===== src/rtl/digit_scan_ctrl_pkg.sv =====
// Shared state encodings and select-polarity helpers for the digit scan controller.
package digit_scan_ctrl_pkg;

    typedef enum logic [1:0] {
        ST_IDLE  = 2'd0,
        ST_BLANK = 2'd1,
        ST_ON    = 2'd2
    } scan_state_t;

    localparam int         NUM_DIGITS  = 8;
    localparam logic [7:0] SEL_IDLE_LO = 8'hFF;

    // Inactive select pattern for the given polarity (0 = active-low lines).
    function automatic logic [7:0] sel_idle(input logic opt);
        return opt ? ~SEL_IDLE_LO : SEL_IDLE_LO;
    endfunction

endpackage


===== src/rtl/digit_scan_ctrl_sel_decoder.sv =====
// 3->8 one-hot digit select decoder with selectable output polarity.
module scan_sel_decoder
    import digit_scan_ctrl_pkg::*;
(
    input  logic [2:0] i_idx,
    input  logic       i_opt,
    output logic [7:0] o_sel
);

    logic [7:0] onehot;

    // XOR with the idle pattern inverts the one-hot for active-low lines.
    always_comb begin
        onehot        = 8'h00;
        onehot[i_idx] = 1'b1;
        o_sel         = onehot ^ sel_idle(i_opt);
    end

endmodule


===== src/rtl/digit_scan_ctrl.sv =====
// 8-digit time-multiplexed display scan controller with segment RAM,
// per-slot blanking gap and registered outputs.
module digit_scan_ctrl
    import digit_scan_ctrl_pkg::*;
#(
    parameter int CLK_DIV   = 50000,
    parameter int BLANK_CYC = 16,
    parameter int SEG_W     = 8
) (
    input  logic             i_clk,
    input  logic             i_rst,
    input  logic             i_en,
    input  logic             i_opt,
    input  logic [7:0]       i_mask,
    input  logic             i_wr,
    input  logic [2:0]       i_waddr,
    input  logic [SEG_W-1:0] i_wdata,
    output logic [7:0]       o_sel,
    output logic [SEG_W-1:0] o_seg,
    output logic [2:0]       o_idx,
    output logic             o_frame
);

    localparam int               CNT_W      = (CLK_DIV > 1) ? $clog2(CLK_DIV) : 1;
    localparam logic [CNT_W-1:0] CNT_LAST   = CNT_W'(CLK_DIV - 1);
    localparam logic [CNT_W-1:0] BLANK_LAST = CNT_W'(BLANK_CYC - 1);
    localparam logic [CNT_W-1:0] CNT_ONE    = CNT_W'(1);

    scan_state_t      state_q, state_d;
    logic [CNT_W-1:0] cnt_q, cnt_d;
    logic [2:0]       idx_q, idx_d;
    logic [SEG_W-1:0] shadow_q, shadow_d;
    logic [SEG_W-1:0] mem_q [NUM_DIGITS];
    logic [SEG_W-1:0] mem_d [NUM_DIGITS];
    logic [7:0]       sel_q, sel_d;
    logic [SEG_W-1:0] seg_q, seg_d;
    logic [2:0]       oidx_q, oidx_d;
    logic             frame_q, frame_d;
    logic [7:0]       dec_sel;
    logic             show;

    scan_sel_decoder u_dec (
        .i_idx (idx_q),
        .i_opt (i_opt),
        .o_sel (dec_sel)
    );

    always_comb begin
        state_d  = state_q;
        cnt_d    = cnt_q;
        idx_d    = idx_q;
        shadow_d = shadow_q;
        case (state_q)
            ST_IDLE: begin
                cnt_d = '0;
                idx_d = '0;
                if (i_en) state_d = ST_BLANK;
            end
            ST_BLANK: begin
                if (!i_en) begin
                    state_d = ST_IDLE;
                    cnt_d   = '0;
                    idx_d   = '0;
                end else begin
                    cnt_d = cnt_q + CNT_ONE;
                    // Shadow reads the pre-write RAM contents on a colliding edge.
                    if (cnt_q == BLANK_LAST) begin
                        state_d  = ST_ON;
                        shadow_d = mem_q[idx_q];
                    end
                end
            end
            ST_ON: begin
                if (!i_en) begin
                    state_d = ST_IDLE;
                    cnt_d   = '0;
                    idx_d   = '0;
                end else if (cnt_q == CNT_LAST) begin
                    state_d = ST_BLANK;
                    cnt_d   = '0;
                    idx_d   = idx_q + 3'd1;
                end else begin
                    cnt_d = cnt_q + CNT_ONE;
                end
            end
            default: begin
                state_d = ST_IDLE;
                cnt_d   = '0;
                idx_d   = '0;
            end
        endcase
    end

    always_comb begin
        mem_d = mem_q;
        if (i_wr) mem_d[i_waddr] = i_wdata;
    end

    // Masked digits still run their full slot; only the outputs stay dark.
    always_comb begin
        show    = (state_q == ST_ON) && i_mask[idx_q];
        sel_d   = show ? dec_sel : sel_idle(i_opt);
        seg_d   = show ? shadow_q : '0;
        oidx_d  = idx_q;
        frame_d = (state_q == ST_ON) && (idx_q == 3'd7) && (cnt_q == CNT_LAST);
    end

    always_ff @(posedge i_clk) begin
        if (i_rst) begin
            state_q  <= ST_IDLE;
            cnt_q    <= '0;
            idx_q    <= '0;
            shadow_q <= '0;
            mem_q    <= '{default: '0};
            sel_q    <= sel_idle(i_opt);
            seg_q    <= '0;
            oidx_q   <= '0;
            frame_q  <= 1'b0;
        end else begin
            state_q  <= state_d;
            cnt_q    <= cnt_d;
            idx_q    <= idx_d;
            shadow_q <= shadow_d;
            mem_q    <= mem_d;
            sel_q    <= sel_d;
            seg_q    <= seg_d;
            oidx_q   <= oidx_d;
            frame_q  <= frame_d;
        end
    end

    assign o_sel   = sel_q;
    assign o_seg   = seg_q;
    assign o_idx   = oidx_q;
    assign o_frame = frame_q;

endmodule


===== config.mk =====
export PLATFORM = sky130hd
export DESIGN_NAME = digit_scan_ctrl
export DESIGN_NICKNAME = d
export VERILOG_FILES = /design/src/rtl/digit_scan_ctrl_pkg.sv /design/src/rtl/digit_scan_ctrl_sel_decoder.sv /design/src/rtl/digit_scan_ctrl.sv
export SDC_FILE = /design/constraint.sdc
export NUM_CORES = 1
export LEC_CHECK = 0
export CORE_AREA = 2 2 115 117
export CTS_CLUSTER_SIZE = 40
export DETAILED_ROUTE_END_ITERATION = 16
export DIE_AREA = 0 0 117 119
export MAX_ROUTING_LAYER = met4
export PLACE_DENSITY_LB_ADDON = 0.05
export SYNTH_ARGS = -nofsm -noshare
export SYNTH_HDL_FRONTEND = slang
export SYNTH_SLANG_ARGS = --single-unit

===== constraint.sdc =====
create_clock -name i_clk -period 2.9 [get_ports i_clk]
set_input_delay 0.58 -clock i_clk [delete_from_list [all_inputs] [get_ports i_clk]]
set_output_delay 0.58 -clock i_clk [all_outputs]
set_load 0.005 [all_outputs]

==> reports/metrics.cfg, run 1 <==
[status]
outcome = completed

[final_layout]
n_fill_cell = 1254
area_delta_synth_final_pct = 26.29
fin_util_pct = 46.36
n_antenna_cell = 0
layout_commonest_cell = nand2_1
drive_gt1_share_pct = 12.06
nets = 615
layout_common_cells = nand2_1, dfxtp_1, a21oi_1

[logic_synthesis]
yosys_warnings = 0
seq_area_frac_synth_pct = 47.87
syn-num-nets = 565
yosys.cell_types.count = 35
postSynthAreaPerCell_um2 = 8.850
syn_area_um2 = 4726
syn-instance-count = 534
synth-seq-cells = 113

[clocking]
post_cts_buffers = 0
root_buffer = clkbuf_16
htreeDepth = 4
cts_tree = built
numCtsBuffers = 17
path_clk_slew_ps = 50
cts_buffer_depth = 2
clock_latency_ps = 410
cts_resized = 0
clock_sinks = 113
postCtsHoldBufs = 0

[hold_path]
hold_depth = 2
holdCritPathClass = reg -> reg

[floorplan]
num_rows = 42
core_area_um2 = 12870
die_w_um = 117
start_util_pct = 36.71
die_area_um2 = 13920
die_h_um = 119
boundaryPins = 44

[drt]
drt_iter0_drc = 197
wire_per_inst_um = 15.31
num_vias = 3750
drc_errors = 0
ant_nets = 0
vias_per_cell = 4.851
first_pass_iters = 4
wirelength_mm = 11.83

[placement]
portBuffers = 43
hpwl_mm = 7.932
gp_congestion = 0.7714

[timing]
fmaxAchievable_mhz = 429.4
skew_ps = 6.041
rsz0062_at_grt = false
fin_crit_sh_pct = 80.30
final.min_clock_period_ps = 2329
slew_headroom_pct = 39.90
setup_viol = 0
worst_pin_slew_ps = 893.5
slew_viol_final = 0
hold_viol = 0
fin_tns_setup_ps = 0

[grt]
grt_overflow_total = 0
track_usage_pct = 18.76
grt_pass1_wl_mm = 18.86
gr-usage-met3_pct = 5.089
grt_pass1_vias = 3599
grt_start_max_net_pins = 81
top_usage_layer = met2
antenna_found_initial = 0
use_met2_pct = 29.23
use_met1_pct = 23.48

[power]
vdd_ir_drop_max_mv = 0.4160
power_density_nw_per_um2 = 643.0
p_leak_nw = 1.977

[critical_path]
cp-start-kind = flip-flop
critPathKind = reg -> reg
cp-end-kind = flip-flop
path_max_fanout = 16
reg2regPathDepth = 5
cp.required_ps = 3170
cp_data_arrival_time_ps = 2600
r2r_slack_ps = 570

[job]
maxCapViolCount = 0

==> per-stage QoR <==
step                      instance area, um^2  setup WS, ps  std cells  hold WS, ps  total power, mW
after detailed placement                 5381         349.1        741        443.4            1.802
final                                    5968         571.4        773        452.0            3.838
after global routing                     5968         386.8        773        468.5            3.986
after CTS                                5968         521.6        773        453.8            3.882
after global placement                   5381         410.9        741        439.9            1.800
after floorplan                          4726         773.2        534        426.4            1.722
==> cell families (layout without fill, tap and decap cells) <==
group           Yosys count  count (layout)  share of synthesized area (%)
xor+xnor                 22              22                          4.077
fa+ha+maj                 7               7                          1.853
mux                      26              26                          10.27
compound gates           83              83                          9.929
simple gates            249             249                          23.19
buf+inv                  34              97                          2.806
flops                   113             113                          47.87
==> synth_stat cells <==
cell type,n,share of area [%]
xor2_1,4,0.74
nor2b_1,8,1.1
or4_1,2,0.32
or4_4,1,0.24
nand4_1,7,0.93
inv_1,6,0.48
o21ai_0,2,0.21
a21oi_1,69,7.3
nand2_1,147,12
nor4_1,1,0.13
or3_1,2,0.26
o21ai_2,1,0.19
nand3b_1,1,0.16
nor2_1,39,3.1
and4_1,2,0.37
buf_1,9,0.71
nand4b_1,1,0.19
o41ai_4,1,0.58
nor3_1,11,1.2
mux2i_1,8,1.7
or2_2,2,0.26
clkbuf_1,15,1.2
a21boi_0,1,0.16
nor3_4,1,0.34
buf_2,4,0.42
dfxtp_1,113,48
ha_1,7,1.9
nand2b_1,5,0.66
nand3_1,9,0.95
mux4_2,18,8.6
o21ba_2,1,0.21
a211oi_1,8,1.3
or3b_1,1,0.19
and2_1,9,1.2
xnor2_1,18,3.3
==> final timing paths <==
check | start | endpoint
setup / recovery | cnt_q[11]$_SDFF_PP0_ | cnt_q[15]$_SDFF_PP0_
hold / removal | mem_q[37]$_SDFFE_PP0P_ | mem_q[37]$_SDFFE_PP0P_
setup reg to reg | cnt_q[11]$_SDFF_PP0_ | cnt_q[15]$_SDFF_PP0_
hold reg to reg | mem_q[37]$_SDFFE_PP0P_ | mem_q[37]$_SDFFE_PP0P_
==> per-layer routing <==
| metal | up-vias | routed length, um |
|---|---|---|
| li1 | 1916 | - |
| met2 | 75 | 5669 |
| met4 | 0 | 162 |
| met1 | 1745 | 5417 |
| met3 | 14 | 582 |
| met5 | - | 0 |
==> flip-flops by register name, indices dropped and copies added, names as in the netlist <==
name and flops:
mem_q 64, cnt_q 16, o_seg 8, o_sel 8, shadow_q 8, idx_q 3
o_idx 3, state_q 2, o_frame 1
==> area by class of cell <==
cell class / instances / area, um^2 / share of cell area [%]
Clock buffer: 20 / 446.7 / 7.484
Clock inverter: 12 / 140.1 / 2.348
Inverter: 6 / 22.52 / 0.3774
Multi-Input combinational cell: 387 / 2331 / 39.06
Sequential cell: 113 / 2262 / 37.90
Tap cell: 176 / 220.2 / 3.690
Timing Repair Buffer: 59 / 545.5 / 9.140
==> worst max-delay path, cell delays in order (launching register included) <==
cell and delay [ps]:
dfxtp_1 350, or4_4 570, o41ai_4 470, nand2_1 180, nand3b_1 510, nor2_1 110
==> where the power goes <==
group / total [mW] / leakage (nW) / switching [mW] / internal (mW)
registers: 1.59 / 0.916 / 0.0124 / 1.58
clock network: 2.07 / 0.289 / 0.710 / 1.36
logic: 0.175 / 0.772 / 0.0991 / 0.0764
total: 3.84 / 1.98 / 0.821 / 3.02
Note: power is estimated with default switching activity, not from simulation.
==> run 2: changes to the inputs <==
Clock period 2.9 ns to 2.3 ns, I/O delays scaled along.
==> run 2 against run 1 <==
Clock skew fell by 1.1 ps. Clock power rose by 47%. Largest power group unchanged. Combinational power rose by 34%. Register-to-register slack got worse by 450 ps. Critical path type unchanged. Worst setup slack got worse by 450 ps. First-iteration DRC count rose by 3.6%. Largest cell class unchanged.
==> reports/metrics.cfg, run 2 (synthesis gave the netlist of run 1 again) <==
[clocking]
htreeDepth = 4  ; unchanged
cts_buffer_depth = 2  ; unchanged
cts_resized = 0  ; unchanged
clock_latency_ps = 410  ; about the same
clock_sinks = 113  ; unchanged
path_clk_slew_ps = 50  ; about the same
root_buffer = clkbuf_16
post_cts_buffers = 0  ; unchanged
numCtsBuffers = 17  ; unchanged
cts_tree = built
postCtsHoldBufs = 0  ; unchanged

[grt]
top_usage_layer = met2
gr-usage-met3_pct = 5.191  ; +0.10 points
grt_overflow_total = 0  ; unchanged
antenna_found_initial = 0  ; unchanged
grt_pass1_vias = 3651  ; +1.4%
track_usage_pct = 19.28  ; +0.51 points
grt_start_max_net_pins = 82  ; +1.2%
use_met1_pct = 23.57  ; +0.093 points
use_met2_pct = 30.13  ; +0.90 points
grt_pass1_wl_mm = 19.21  ; +1.8%

[timing]
rsz0062_at_grt = false
slew_headroom_pct = 41.70  ; +1.8 points
slew_viol_final = 0  ; unchanged
holdWs_ps = 453.4  ; +1.333 ps
setup_ws_ps = 120.7  ; -450.7 ps
final.min_clock_period_ps = 2179  ; -149.3 ps
skew_ps = 4.930  ; -1.111 ps
hold_viol = 0  ; unchanged
fmaxAchievable_mhz = 458.9  ; +6.8%
setup_viol = 0  ; unchanged
worst_pin_slew_ps = 866.8  ; -26.68 ps
fin_crit_sh_pct = 94.75  ; +14 points

[drt]
drc_errors = 0  ; unchanged
drt_iter0_drc = 204  ; +3.6%
wirelength_mm = 12.02  ; +1.6%
ant_nets = 0  ; unchanged
vias_per_cell = 4.804  ; -0.97%
first_pass_iters = 4  ; unchanged
num_vias = 3805  ; +1.5%
wire_per_inst_um = 15.17  ; -0.88%

[final_layout]
n_fill_cell = 1283  ; +2.3%
drive_gt1_share_pct = 14.77  ; +2.7 points
top_register = mem_q
design_area_um2 = 6237  ; +4.5%
largest_register_ffs = 64  ; unchanged
nets = 634  ; +3.1%
n_antenna_cell = 0  ; unchanged
area_delta_synth_final_pct = 31.98
layout_common_cells = nand2_1, dfxtp_1, a21oi_1
layout_commonest_cell = nand2_1
reg_top3 = mem_q: 64 flops, cnt_q: 16 flops

[critical_path]
worstPathCellList = or4_4 > o41ai_4 > o21ai_2 > or4_1 > a21oi_1
path_max_fanout = 5  ; -11
cp-start-kind = flip-flop
max_stage_delay_ps = 550  ; -20 ps
rr_startpoint = cnt_q[11]$_SDFF_PP0_
slowest_stage = or4_4
cp.required_ps = 2640  ; -530 ps
worstPathBufferInverterCount = 0  ; unchanged
cp_top_family = simple AND/OR/NAND/NOR gates
crit_start = cnt_q[11]$_SDFF_PP0_
critPathKind = reg -> reg
cp-end-kind = flip-flop
cp_data_arrival_time_ps = 2520  ; -80 ps

[floorplan]
boundaryPins = 44  ; unchanged
core_area_um2 = 12870  ; unchanged
num_rows = 42  ; unchanged
die_area_um2 = 13920  ; unchanged
die_h_um = 119  ; unchanged
start_util_pct = 36.71  ; unchanged
die_w_um = 117  ; unchanged

[power]
p_leak_nw = 2.115  ; +7.0%
power_density_nw_per_um2 = 847.3  ; +32%
vdd_ir_drop_max_mv = 0.4443  ; +6.8%

[placement]
hpwl_mm = 8.106  ; +2.2%
gp_congestion = 0.7629  ; -1.1%
place_ws_ps = -40.21  ; -389.3 ps
portBuffers = 43  ; unchanged
placed_area_um2 = 5549  ; +3.1%

[job]
maxCapViolCount = 0  ; unchanged

[hold_path]
hold_start = mem_q[42]$_SDFFE_PP0P_
holdCritPathClass = reg -> reg

[status]
outcome = completed

run 2: path summary, 6_finish.rpt:
kind / to / slack (ps) / cells past startpoint
max reg2reg: state_q[0]$_SDFFE_PP0P_ / 120 / 5
min reg2reg: mem_q[42]$_SDFFE_PP0P_ / 450 / 2
max: state_q[0]$_SDFFE_PP0P_ / 120 / 5
min: mem_q[42]$_SDFFE_PP0P_ / 450 / 2
run 2: cell type report:
class / instances / area [um^2] / area share, %
clock inverter: 9 / 200.2 / 3.210
tap: 176 / 220.2 / 3.531
inverter: 6 / 22.52 / 0.3611
timing repair buffer: 78 / 713.2 / 11.43
clock buffer: 23 / 488.0 / 7.823
sequential: 113 / 2262 / 36.27
multi-input combinational: 387 / 2331 / 37.37
run 2: tightest hold or removal path, delay by kind of cell, from the launching register on:
kind	cells	cell delay [ps]
AOI/OAI and AO/OA	1	50
and+or+nand+nor	1	50
DFF	1	300
run 2: stage by stage:
step	std cells	power (mW)	utilization [%]	setup TNS (ps)
floorplan	534	2.172	-	0
finish	792	5.285	48.45	0
global placement	760	2.283	43.10	0
detailed placement	760	2.286	43.10	-282.4
CTS	792	5.348	48.45	0
global route	792	5.471	48.45	0
run 2: power by group:
part | internal, mW | total (mW) | switching [mW]
sequential | 1.99 | 2.01 | 0.0154
clock | 2.14 | 3.04 | 0.897
combinational | 0.107 | 0.235 | 0.128
total | 4.24 | 5.28 | 1.04
run 2: metal layers:
| layer | vias up | wire (um) |
|---|---|---|
| met4 | 0 | 189 |
| met3 | 14 | 561 |
| met2 | 74 | 5791 |
| met5 | - | 0 |
| li1 | 1950 | - |
| met1 | 1767 | 5474 |
